**src/rtl/seq_divider.sv**
```systemverilog
// Iterative signed restoring divider: one quotient bit per enabled cycle, MSB first.
// Latency: done pulses WIDTH+2 enabled edges after the accepting edge (2 edges for a zero divisor).
// Backpressure: start is ignored while busy; enable=0 freezes all state and outputs.
module seq_divider #(
    parameter int WIDTH = 32
) (
    input  logic             clk,
    input  logic             reset,
    input  logic             enable,
    input  logic             start,
    input  logic [WIDTH-1:0] in1,
    input  logic [WIDTH-1:0] in2,
    output logic [WIDTH-1:0] quotient,
    output logic [WIDTH-1:0] remainder,
    output logic             busy,
    output logic             done,
    output logic             div_by_zero
);

    localparam int CW = (WIDTH > 1) ? $clog2(WIDTH) : 1;

    typedef enum logic [1:0] {
        S_IDLE,
        S_PREP,
        S_DIVIDE,
        S_FIX
    } state_t;

    state_t           r_state;
    logic [CW-1:0]    r_cnt;
    logic [WIDTH-1:0] r_a;        // latched dividend
    logic [WIDTH-1:0] r_b;        // latched divisor
    logic             r_sign_q;
    logic             r_sign_r;
    logic [WIDTH-1:0] r_dvd;      // dividend magnitude, shifts out MSB first while quotient bits shift in
    logic [WIDTH-1:0] r_dvs;      // divisor magnitude
    logic [WIDTH-1:0] r_rem;      // partial remainder; always < divisor so WIDTH bits hold it
    logic [WIDTH-1:0] r_quot;
    logic [WIDTH-1:0] r_remo;
    logic             r_busy;
    logic             r_done;
    logic             r_dbz;

    logic [WIDTH-1:0] w_mag_a;
    logic [WIDTH-1:0] w_mag_b;
    logic [WIDTH:0]   w_shift;
    logic [WIDTH:0]   w_trial;
    logic             w_qbit;

    // Magnitudes of the latched operands; |minInt| comes out as 2^(WIDTH-1), which fits unsigned.
    assign w_mag_a = r_a[WIDTH-1] ? (~r_a + 1'b1) : r_a;
    assign w_mag_b = r_b[WIDTH-1] ? (~r_b + 1'b1) : r_b;

    // Shift in the next dividend bit and trial-subtract; the extra top bit is the borrow.
    assign w_shift = {r_rem, r_dvd[WIDTH-1]};
    assign w_trial = w_shift - {1'b0, r_dvs};
    assign w_qbit  = ~w_trial[WIDTH];

    // Control FSM and datapath with registered outputs.
    always_ff @(posedge clk or posedge reset) begin
        if (reset) begin
            r_state  <= S_IDLE;
            r_cnt    <= '0;
            r_a      <= '0;
            r_b      <= '0;
            r_sign_q <= 1'b0;
            r_sign_r <= 1'b0;
            r_dvd    <= '0;
            r_dvs    <= '0;
            r_rem    <= '0;
            r_quot   <= '0;
            r_remo   <= '0;
            r_busy   <= 1'b0;
            r_done   <= 1'b0;
            r_dbz    <= 1'b0;
        end else if (enable) begin
            case (r_state)
                S_IDLE: begin
                    r_done <= 1'b0;
                    if (start) begin
                        r_a     <= in1;
                        r_b     <= in2;
                        r_busy  <= 1'b1;
                        r_dbz   <= 1'b0;
                        r_state <= S_PREP;
                    end
                end
                S_PREP: begin
                    r_sign_q <= r_a[WIDTH-1] ^ r_b[WIDTH-1];
                    r_sign_r <= r_a[WIDTH-1];
                    r_dvd    <= w_mag_a;
                    r_dvs    <= w_mag_b;
                    r_rem    <= '0;
                    r_cnt    <= '0;
                    r_state  <= (r_b == '0) ? S_FIX : S_DIVIDE;
                end
                S_DIVIDE: begin
                    r_rem   <= w_qbit ? w_trial[WIDTH-1:0] : w_shift[WIDTH-1:0];
                    r_dvd   <= {r_dvd[WIDTH-2:0], w_qbit};
                    r_cnt   <= r_cnt + 1'b1;
                    if (r_cnt == CW'(WIDTH - 1)) begin
                        r_state <= S_FIX;
                    end
                end
                S_FIX: begin
                    if (r_b == '0) begin
                        r_quot <= '1;
                        r_remo <= r_a;
                        r_dbz  <= 1'b1;
                    end else begin
                        r_quot <= r_sign_q ? (~r_dvd + 1'b1) : r_dvd;
                        r_remo <= r_sign_r ? (~r_rem + 1'b1) : r_rem;
                    end
                    r_done  <= 1'b1;
                    r_busy  <= 1'b0;
                    r_state <= S_IDLE;
                end
                default: begin
                    r_state <= S_IDLE;
                end
            endcase
        end
    end

    assign quotient    = r_quot;
    assign remainder   = r_remo;
    assign busy        = r_busy;
    assign done        = r_done;
    assign div_by_zero = r_dbz;

endmodule

```
**config.mk**
```make
export PLATFORM = sky130hd
export DESIGN_NAME = seq_divider
export DESIGN_NICKNAME = d
export VERILOG_FILES = /design/src/rtl/seq_divider.sv
export SDC_FILE = /design/constraint.sdc
export NUM_CORES = 1
export LEC_CHECK = 0
export CAP_MARGIN = 15
export CORE_ASPECT_RATIO = 2
export CORE_MARGIN = 3
export CORE_UTILIZATION = 45
export CTS_CLUSTER_SIZE = 30
export DETAILED_ROUTE_END_ITERATION = 10
export GPL_ROUTABILITY_DRIVEN = 0
export PLACE_DENSITY = 0.75
export SLEW_MARGIN = 10
export SYNTH_ARGS = -nofsm -noshare
export SYNTH_HDL_FRONTEND = slang
export SYNTH_SLANG_ARGS = --single-unit
```
**constraint.sdc**
```tcl
create_clock -name clk -period 16 [get_ports clk]
set_input_delay 4.8 -clock clk [delete_from_list [all_inputs] [get_ports clk]]
set_output_delay 4.8 -clock clk [all_outputs]
set_load 0.02 [all_outputs]
```
==> qor.yml, run 1 <==
outcome:
  status: "finished, final reports clean"
timing:
  finalWorstSetupSlack_ps: 8943
  rsz0062_at_grt: "no"
  timing.fmax_mhz: 141.7
  slew_violations: 0
  whs_ps: 476.9
  setup_viol: 0
  slew_headroom_pct: 33.66
  setup_tns_ps: 0
  fin_skew_ps: 15.80
  tightest_slew_ps: 995.2
  finalCritPeriodShare_pct: 44.11
  hold_violations: 0
  period_needed_ps: 7057
critical_path:
  worst-endpoint-required_ps: 16430
  slowest_delay_ps: 880
  worstPathArrival_ps: 7490
  crit_fanout: 35
  reg2reg_slack_ps: 11960
  reg2reg_depth: 13
  worst_r2r_endpoint: "r_rem[11]$_DFFE_PP0P_"
  critical-path-slowest-cell: "nor2_1"
  crit_family: "simple AND/OR/NAND/NOR gates"
  worstSetupStartpointType: "input port"
  crit_chain: "clkdlybuf4s50_1 -> nand2_2 -> nor2_1 -> nand2_1 -> o21ai_0"
  path_class: "input port to flip-flop"
  reg2reg_from: "r_dvd[31]$_DFFE_PP0P_"
  path_buf_inv: 1
  critPathCaptureType: "flip-flop"
layout:
  final.fill_count: 2697
  n_antenna_cell: 0
  layout_common_cells: "236 x dfrtp_1, 230 x nand2_1, 213 x o21ai_0"
  nets: 1744
  final_common_cell: "dfrtp_1"
  syn2layout_area_growth_pct: 17.77
  layout-drive-gt1-share_pct: 8.551
logic_synthesis:
  synth-seq-area-share_pct: 42.60
  syn_inst: 1545
  avgSynthCellArea_um2: 8.974
  synth_enable_flop_cells: 0
  yosys-top-cells-area: "dfrtp_1 43%, o21ai_0 7.7%, nand2_1 6.3%, xor2_1 6.0%, mux2_2 5.6%"
  yosys_warnings: 0
  async_reset_ff_share_pct: 100.0
  syn_area_um2: 13860
  ys_ff_latch: 236
  synth_nets: 1656
  ys_types: 62
  synth_ff_type: "dfrtp_1"
  synth_top_area_share_pct: 42.60
  yosys.area.top_type: "dfrtp_1"
clocking:
  ctsHoldBuffers: 0
  cts_resized: 0
  cts_buffers: 22
  cts-root-buf: "clkbuf_16"
  cts_tree: "yes"
  htree_levels: 1
  clkTransAtPathRegs_ps: 70
  clk_path_buf_depth: 3
  postCtsSetupBuffers: 0
  cts_sinks: 236
  insertion_delay_ps: 520
floorplanning:
  dieArea_um2: 33080
  core_um2: 30290
  io_pins: 135
  dieHeight_um: 254.2
  rows: 90
  die_x_um: 130.1
  initial_core_util_pct: 45.77
min_path:
  min_path_type: "flip-flop to flip-flop"
  hold_end: "quotient[26]$_DFFE_PP0P_"
  whs_path_depth: 2
  min-delay-start: "quotient[26]$_DFFE_PP0P_"
detailed_routing:
  wl_um: 34800
  drtPass1Iterations: 6
  vias: 11636
  vias_per_cell: 5.769
  postRouteAntennaNets: 0
  wl_per_cell_um: 17.25
  first_iter_violations: 735
  drc: 0
placement:
  hpwlAfterDp_um: 25640
  dp_slack_ps: 8443
  io_buffers: 134
pwr:
  p_int_w: 0.001961
  sequentialPowerShare_pct: 32.7
  clkPwrFrac_pct: 17.4
  switching_share_pct: 43.16
  leakage_nw: 7.074
  power_frac_comb_pct: 49.9
  ir_worst_vdd_mv: 0.08331
  power_density_nw_per_um2: 211.3
  p_sw_w: 0.001489
global_route:
  antenna_found_initial: 0
  grt_overflow: 0
  grt_pass1_vias: 11532
  grt_pass1_wl_um: 56670
  grt_max_degree: 117
  groute.usage.overall_pct: 20.87
job:
  max_cap_viol_count: 0
## worst register-to-register path, stage by stage (launching register included)
cell	delay, ps
dfrtp_1	480
inv_1	120
ha_1	280
fa_1	410
nand2b_1	190
a21oi_1	400
o211ai_1	200
a211oi_1	540
o31ai_2	280
xor2_2	200
buf_4	300
nor3_1	360
o21ai_0	120
nand2_1	110
## state kept, by name, indices dropped and copies added (netlist names), 2 cells and up
name and flops:
quotient 32, r_a 32, r_b 32, r_dvd 32, r_dvs 32, r_rem 32, remainder 32, r_cnt 5
r_state 2
## power groups by stage
stage	Combinational [W]	Clock (W)	Sequential (W)
2_1_floorplan	0.00120	0	0.00113
6_report	0.00172	0.000602	0.00113
5_1_grt	0.00192	0.000635	0.00116
3_5_place_dp	0.00171	0	0.00113
3_3_place_gp	0.00165	0	0.00112
4_1_cts	0.00172	0.000613	0.00112
## area by class of cell
cell class                      instances  area, µm²  share of cell area, %
Tap cell                              368      460.4                  2.820
Sequential cell                       236       5906                  36.17
Inverter                               54      210.2                  1.287
Multi-Input combinational cell       1172       7477                  45.79
Timing Repair Buffer                  147       1439                  8.812
Clock inverter                         12      221.5                  1.356
Clock buffer                           28      614.3                  3.762
## cell families (layout without fill, tap and decap cells)
family                     after synthesis  after routing  synth area share, %
AOI/OAI and AO/OA                      448            448                19.36
xor gates and xnor gates               146            146                9.223
adders and majority gates               43             43                3.935
buffers and inverters                  137            241                3.736
DFF                                    236            236                42.60
muxes                                   82             82                6.543
and+or+nand+nor                        453            453                14.61
## metrics by stage
step / instance area (µm²) / power (W) / utilization [%] / std cells
CTS: 16330 / 0.003460 / 53.90 / 2017
global placement: 15490 / 0.002773 / 51.14 / 1977
global route: 16330 / 0.003723 / 53.90 / 2017
detailed placement: 15490 / 0.002847 / 51.14 / 1977
finish: 16330 / 0.003450 / 53.90 / 2017
floorplan: 13860 / 0.002329 / - / 1545
## how the worst max path moves through the flow
| stage | to | slack, ps | start | cells after the start |
|---|---|---|---|---|
| 3_3_place_gp | quotient[24]$_DFFE_PP0P_ | 8490 | reset | 4 |
| 6_report | r_rem[24]$_DFFE_PP0P_ | 8940 | enable | 5 |
| 3_5_place_dp | quotient[24]$_DFFE_PP0P_ | 8440 | reset | 4 |
| 4_1_cts | r_rem[24]$_DFFE_PP0P_ | 8980 | enable | 5 |
| 2_1_floorplan | busy$_DFFE_PP0P_ | 4730 | reset | 1 |
| 5_1_grt | r_rem[19]$_DFFE_PP0P_ | 8700 | reset | 4 |
## cell usage after synthesis (20+ instances only)
cell type / number
clkbuf_1: 74
nor2_1: 104
a31oi_1: 20
nand2_1: 231
xnor2_1: 51
dfrtp_1: 236
o31ai_1: 38
inv_1: 53
a21oi_1: 81
xor2_1: 95
ha_1: 42
o21ai_0: 213
mux2_2: 69
## layer usage
metal  track usage, %  wire length, µm  vias up
met5                0                0        -
li1                 -                -     5614
met4            9.364             1529        0
met3            2.054             1375       99
met1            21.98            12710     5582
met2            40.58            19180      341
Power figures use the tool's default switching activity.
==> inputs of run 2 (changes only) <==
- clock period: 16 -> 7 ns (I/O delays scaled with it)
==> run 2 against run 1 <==
Clock skew shrank 2.6 ps. Clock power grew 110%. Die area is the same. Clock-buffer cell count grew 2. Utilization shrank 0.14 points. Sequential power grew 130%. Via count shrank 1.9%. Register-to-register slack lost 9000 ps. Largest cell class unchanged.
==> qor.yml, run 2 (same netlist as run 1, synthesis figures left out) <==
outcome:
  status: "finished, final reports clean"
timing:
  finalCritPeriodShare_pct: 57.62
  period_needed_ps: 4033
  fin_skew_ps: 13.15  # -2.649 ps
  tightest_slew_ps: 1089  # +93.98 ps
  setup_tns_ps: 0  # unchanged
  timing.fmax_mhz: 247.9
  whs_ps: 474.6  # -2.302 ps
  setup_viol: 0  # unchanged
  slew_headroom_pct: 27.39  # -6.3 points
  hold_violations: 0  # unchanged
  slew_violations: 0  # unchanged
  rsz0062_at_grt: "no"
critical_path:
  reg2reg_from: "r_dvd[31]$_DFFE_PP0P_"
  critPathCaptureType: "flip-flop"
  worst-endpoint-required_ps: 7370  # -9060 ps
  worstSetupStartpointType: "flip-flop"
  worstPathArrival_ps: 4400  # -3090 ps
  path_class: "flip-flop to flip-flop"
  startpoint: "r_dvd[31]$_DFFE_PP0P_"
  crit_fanout: 31  # -11%
clocking:
  postCtsSetupBuffers: 0  # unchanged
  cts_resized: 0  # unchanged
  cts_buffers: 22  # unchanged
  clkTransAtPathRegs_ps: 70  # about the same
  insertion_delay_ps: 530  # about the same
  htree_levels: 1  # unchanged
  cts_tree: "yes"
  ctsHoldBuffers: 0  # unchanged
  clk_path_buf_depth: 3  # unchanged
  cts-root-buf: "clkbuf_16"
  cts_sinks: 236  # unchanged
layout:
  layout_common_cells: "236 x dfrtp_1, 230 x nand2_1, 213 x o21ai_0"
  layout-drive-gt1-share_pct: 8.733  # +0.18 points
  final_common_cell: "dfrtp_1"
  syn2layout_area_growth_pct: 17.47
  nets: 1744  # unchanged
  design_area_um2: 16290  # -0.25%
  n_antenna_cell: 0  # unchanged
global_route:
  groute.usage.overall_pct: 20.61  # -0.26 points
  grt_overflow: 0  # unchanged
  grt_pass1_vias: 11505  # -0.23%
  grt_pass1_wl_um: 55970  # -1.2%
  antenna_found_initial: 0  # unchanged
  grt_max_degree: 160  # +37%
detailed_routing:
  vias_per_cell: 5.657  # -1.9%
  vias: 11410  # -1.9%
  first_iter_violations: 718  # -2.3%
  wl_um: 33940  # -2.5%
  drc: 0  # unchanged
  drtPass1Iterations: 5  # -1
  postRouteAntennaNets: 0  # unchanged
  wl_per_cell_um: 16.82  # -2.5%
min_path:
  min-delay-start: "quotient[26]$_DFFE_PP0P_"
  min_path_type: "flip-flop to flip-flop"
floorplanning:
  core_um2: 30290  # unchanged
  rows: 90  # unchanged
  dieHeight_um: 254.2  # unchanged
  die_x_um: 130.1  # unchanged
  initial_core_util_pct: 45.77  # unchanged
  io_pins: 135  # unchanged
  dieArea_um2: 33080  # unchanged
placement:
  placed_area_um2: 15500  # about the same
  io_buffers: 134  # unchanged
  hpwlAfterDp_um: 25220  # -1.6%
pwr:
  leakage_nw: 7.039  # -0.50%
  ir_worst_vdd_mv: 0.2116  # +150%
  power_density_nw_per_um2: 476.0  # +130%
job:
  max_cap_viol_count: 0  # unchanged
[run 2: cell types whose count changed in the layout (fill, tap and decap cells not counted), moves of 2 or more]
| cell | delta |
|---|---|
| clkinv_2 | -2 |
| clkinvlp_4 | +5 |
| bufinv_16 | -4 |
| clkbuf_8 | +5 |
| clkbuf_1 | -3 |
[run 2: area by class of cell]
class / count / area, µm²
flip-flops and latches: 236 / 5906
clock buffers: 30 / 671.9
multi-input cells: 1172 / 7477
clock inverters: 10 / 113.9
well taps: 368 / 460.4
fillers: 2718 / 14000
inverters: 54 / 206.4
repair buffers: 147 / 1451
[run 2: where the power goes]
part	leakage [nW]	total, W	switching [W]	internal (W)
sequential	2.99	0.00257	0.000641	0.00193
combinational	3.67	0.00390	0.00220	0.00171
clock	0.379	0.00128	0.000531	0.000749
[run 2: routing by layer]
metal,share of wire [%],GRT usage (%)
met1,37,22.31
met2,55,39.73
met3,3.7,2.012
met4,3.7,8.621
met5,0,0
[run 2: worst max-delay path, stage by stage, from the launching register on]
cell      delay (ps)
dfrtp_1          390
inv_1             90
ha_1             220
fa_1             380
nand2b_1         190
a21oi_1          390
o211ai_1         180
a211oi_1         530
o31ai_2          260
xor2_2           530
buf_4            400
nor2_1            80
a21oi_1          130
o21ai_0          100
[run 2: worst paths after layout]
check	cells past startpoint	slack (ps)	to
min in group asynchronous	2	1970	remainder[7]$_DFFE_PP0P_
hold reg to reg	2	470	quotient[26]$_DFFE_PP0P_
hold / removal	2	470	quotient[26]$_DFFE_PP0P_
setup / recovery	13	2970	r_rem[0]$_DFFE_PP0P_
setup reg to reg	13	2970	r_rem[0]$_DFFE_PP0P_
max in group asynchronous	3	3780	quotient[25]$_DFFE_PP0P_
[run 2: through the flow]
| step | util [%] | total power, W | std cells | setup WS (ps) |
|---|---|---|---|---|
| floorplan | - | 0.005324 | 1545 | 1808 |
| global placement | 51.17 | 0.006353 | 1977 | 2620 |
| detailed placement | 51.17 | 0.006494 | 1977 | 2548 |
| CTS | 53.77 | 0.007792 | 2017 | 2982 |
| global route | 53.77 | 0.008397 | 2017 | 2619 |
| finish | 53.77 | 0.007753 | 2017 | 2967 |
==> inputs of run 3 (changes only) <==
- clock period: 7 -> 3.8 ns (I/O delays scaled with it)
==> run 3 against run 2 <==
Cell area rose by 1.1%. First-iteration DRC count rose by 7.7%. Highest routed layer unchanged. Worst setup slack lost 2700 ps. Sequential cell count stayed put. Via count grew 2.1%. Maximum frequency grew 13%. Clock skew increased by 1.1 ps. Total power rose by 86%. Hold slack improved by 0.95 ps. Critical path type unchanged. Sequential share of layout area down 0.39 points. Final cell count up 0.94%. Largest cell class unchanged.
==> qor.yml, run 3 (same netlist as run 1, synthesis figures left out) <==
detailed_routing:
  drc: 0  # unchanged
  vias_per_cell: 5.722  # +1.2%
  wl_um: 35240  # +3.9%
  wl_per_cell_um: 17.31  # +2.9%
  postRouteAntennaNets: 0  # unchanged
  vias: 11651  # +2.1%
  first_iter_violations: 773  # +7.7%
  drtPass1Iterations: 6  # +1
global_route:
  groute.usage.overall_pct: 21.38  # +0.77 points
  antenna_found_initial: 0  # unchanged
  grt_overflow: 0  # unchanged
  grt_pass1_wl_um: 57950  # +3.5%
  grt_max_degree: 106  # -34%
  grt_pass1_vias: 11789  # +2.5%
floorplanning:
  die_x_um: 130.1  # unchanged
  initial_core_util_pct: 45.77  # unchanged
  io_pins: 135  # unchanged
  rows: 90  # unchanged
  core_um2: 30290  # unchanged
  dieArea_um2: 33080  # unchanged
  dieHeight_um: 254.2  # unchanged
pwr:
  ir_worst_vdd_mv: 0.4228  # +100%
  power_density_nw_per_um2: 877.5  # +84%
  leakage_nw: 7.142  # +1.5%
timing:
  fin_skew_ps: 14.28  # +1.135 ps
  tightest_slew_ps: 1125  # +36.07 ps
  whs_ps: 475.5  # +0.9520 ps
  setup_viol: 0  # unchanged
  period_needed_ps: 3574  # -459.0 ps
  slew_violations: 0  # unchanged
  timing.fmax_mhz: 279.8  # +13%
  rsz0062_at_grt: "no"
  slew_headroom_pct: 24.99  # -2.4 points
  hold_violations: 0  # unchanged
  finalCritPeriodShare_pct: 94.06  # +36 points
critical_path:
  reg2reg_depth: 8  # -5
  critical-path-slowest-cell: "or4_1"
  worstPathArrival_ps: 3960  # -440 ps
  reg2reg_slack_ps: 230  # -2740 ps
  worst-endpoint-required_ps: 4180  # -3190 ps
  path_class: "flip-flop to flip-flop"
  reg2reg_from: "r_b[8]$_DFFE_PP0P_"
  cp_common_cell: "o21ai_0"
  crit_chain: "or4_1 -> or3_1 -> nor4_1 -> nand3_1 -> or4_2 -> buf_4 -> o21ai_0 -> o21ai_0"
  startpoint: "r_b[8]$_DFFE_PP0P_"
  worst_r2r_endpoint: "remainder[11]$_DFFE_PP0P_"
  slowest_delay_ps: 580  # +50 ps
  worstSetupStartpointType: "flip-flop"
  critPathCaptureType: "flip-flop"
  crit_fanout: 66  # +110%
layout:
  utilization_pct: 54.36  # +0.59 points
  syn2layout_area_growth_pct: 18.76
  nets: 1765  # +1.2%
  layout_common_cells: "236 x dfrtp_1, 229 x nand2_1, 213 x o21ai_0"
  n_antenna_cell: 0  # unchanged
  layout-drive-gt1-share_pct: 9.472  # +0.74 points
  final_common_cell: "dfrtp_1"
  final.fill_count: 2671  # -1.7%
min_path:
  min-delay-start: "r_dvs[26]$_DFFE_PP0P_"
  whs_path_depth: 2  # unchanged
  hold_end: "r_dvs[26]$_DFFE_PP0P_"
  min_path_type: "flip-flop to flip-flop"
clocking:
  ctsHoldBuffers: 0  # unchanged
  clk_path_buf_depth: 3  # unchanged
  cts-root-buf: "clkbuf_16"
  insertion_delay_ps: 520  # about the same
  htree_levels: 1  # unchanged
  cts_tree: "yes"
  cts_buffers: 23  # +4.5%
  clkTransAtPathRegs_ps: 60  # about the same
  cts_sinks: 236  # unchanged
placement:
  hpwlAfterDp_um: 26640  # +5.6%
  io_buffers: 134  # unchanged
job:
  max_cap_viol_count: 0  # unchanged
outcome:
  status: "finished, final reports clean"
-- run 3: layout make-up --
type                    instances  area (µm²)  area share, %
repair buffers                167        1664          10.11
well taps                     368       460.4          2.796
clock buffers                  31       625.6          3.799
flip-flops and latches        236        5906          35.87
clock inverters                 8       123.9         0.7523
multi-input cells            1172        7480          45.43
inverters                      54       206.4          1.254
-- run 3: where the power goes --
part / leakage, nW / switching, W / total, W / internal, W
sequential: 2.99 / 0.00126 / 0.00482 / 0.00356
clock: 0.360 / 0.000969 / 0.00233 / 0.00136
combinational: 3.79 / 0.00405 / 0.00731 / 0.00326
-- run 3: stage by stage --
step	TNS, ps	instance area, µm²	std cells	setup WS (ps)	total power [W]
after detailed placement	0	15710	1997	135.0	0.01213
after global placement	0	15710	1997	281.9	0.01187
final	0	16470	2036	225.7	0.01445
after floorplan	-101920	13870	1545	-431.9	0.009806
after CTS	0	16460	2036	117.9	0.01451
after global routing	0	16470	2036	90.25	0.01562
-- run 3: worst max-delay path, delay by kind of cell, from the launching register on --
family,cells,cell delay (ps)
buffers and inverters,1,330
DFF,1,420
AOI/OAI and AO/OA,2,450
and+or+nand+nor,5,2200
-- run 3: per-layer routing --
layer / part of all wire (%) / up-vias / GRT usage [%]
li1: - / 5653 / -
met1: 36 / 5588 / 22.97
met2: 55 / 312 / 40.80
met3: 3.5 / 98 / 1.782
met4: 5.1 / 0 / 10.58
met5: 0 / - / 0
-- run 3: worst max-delay path by stage --
| stage | end | slack, ps |
|---|---|---|
| finish | remainder[11]$_DFFE_PP0P_ | 230 |
| global route | remainder[1]$_DFFE_PP0P_ | 90 |
| CTS | quotient[19]$_DFFE_PP0P_ | 120 |
| detailed placement | quotient[19]$_DFFE_PP0P_ | 140 |
| global placement | quotient[31]$_DFFE_PP0P_ | 280 |
| floorplan | busy$_DFFE_PP0P_ | -430 |
-- run 3: what timing repair did --
action / CTS / global route
hold endpoints to repair: 0 / 0
setup endpoints to repair: 0 / 4
buffers inserted: 0 / 0
gates resized for setup: 0 / 1
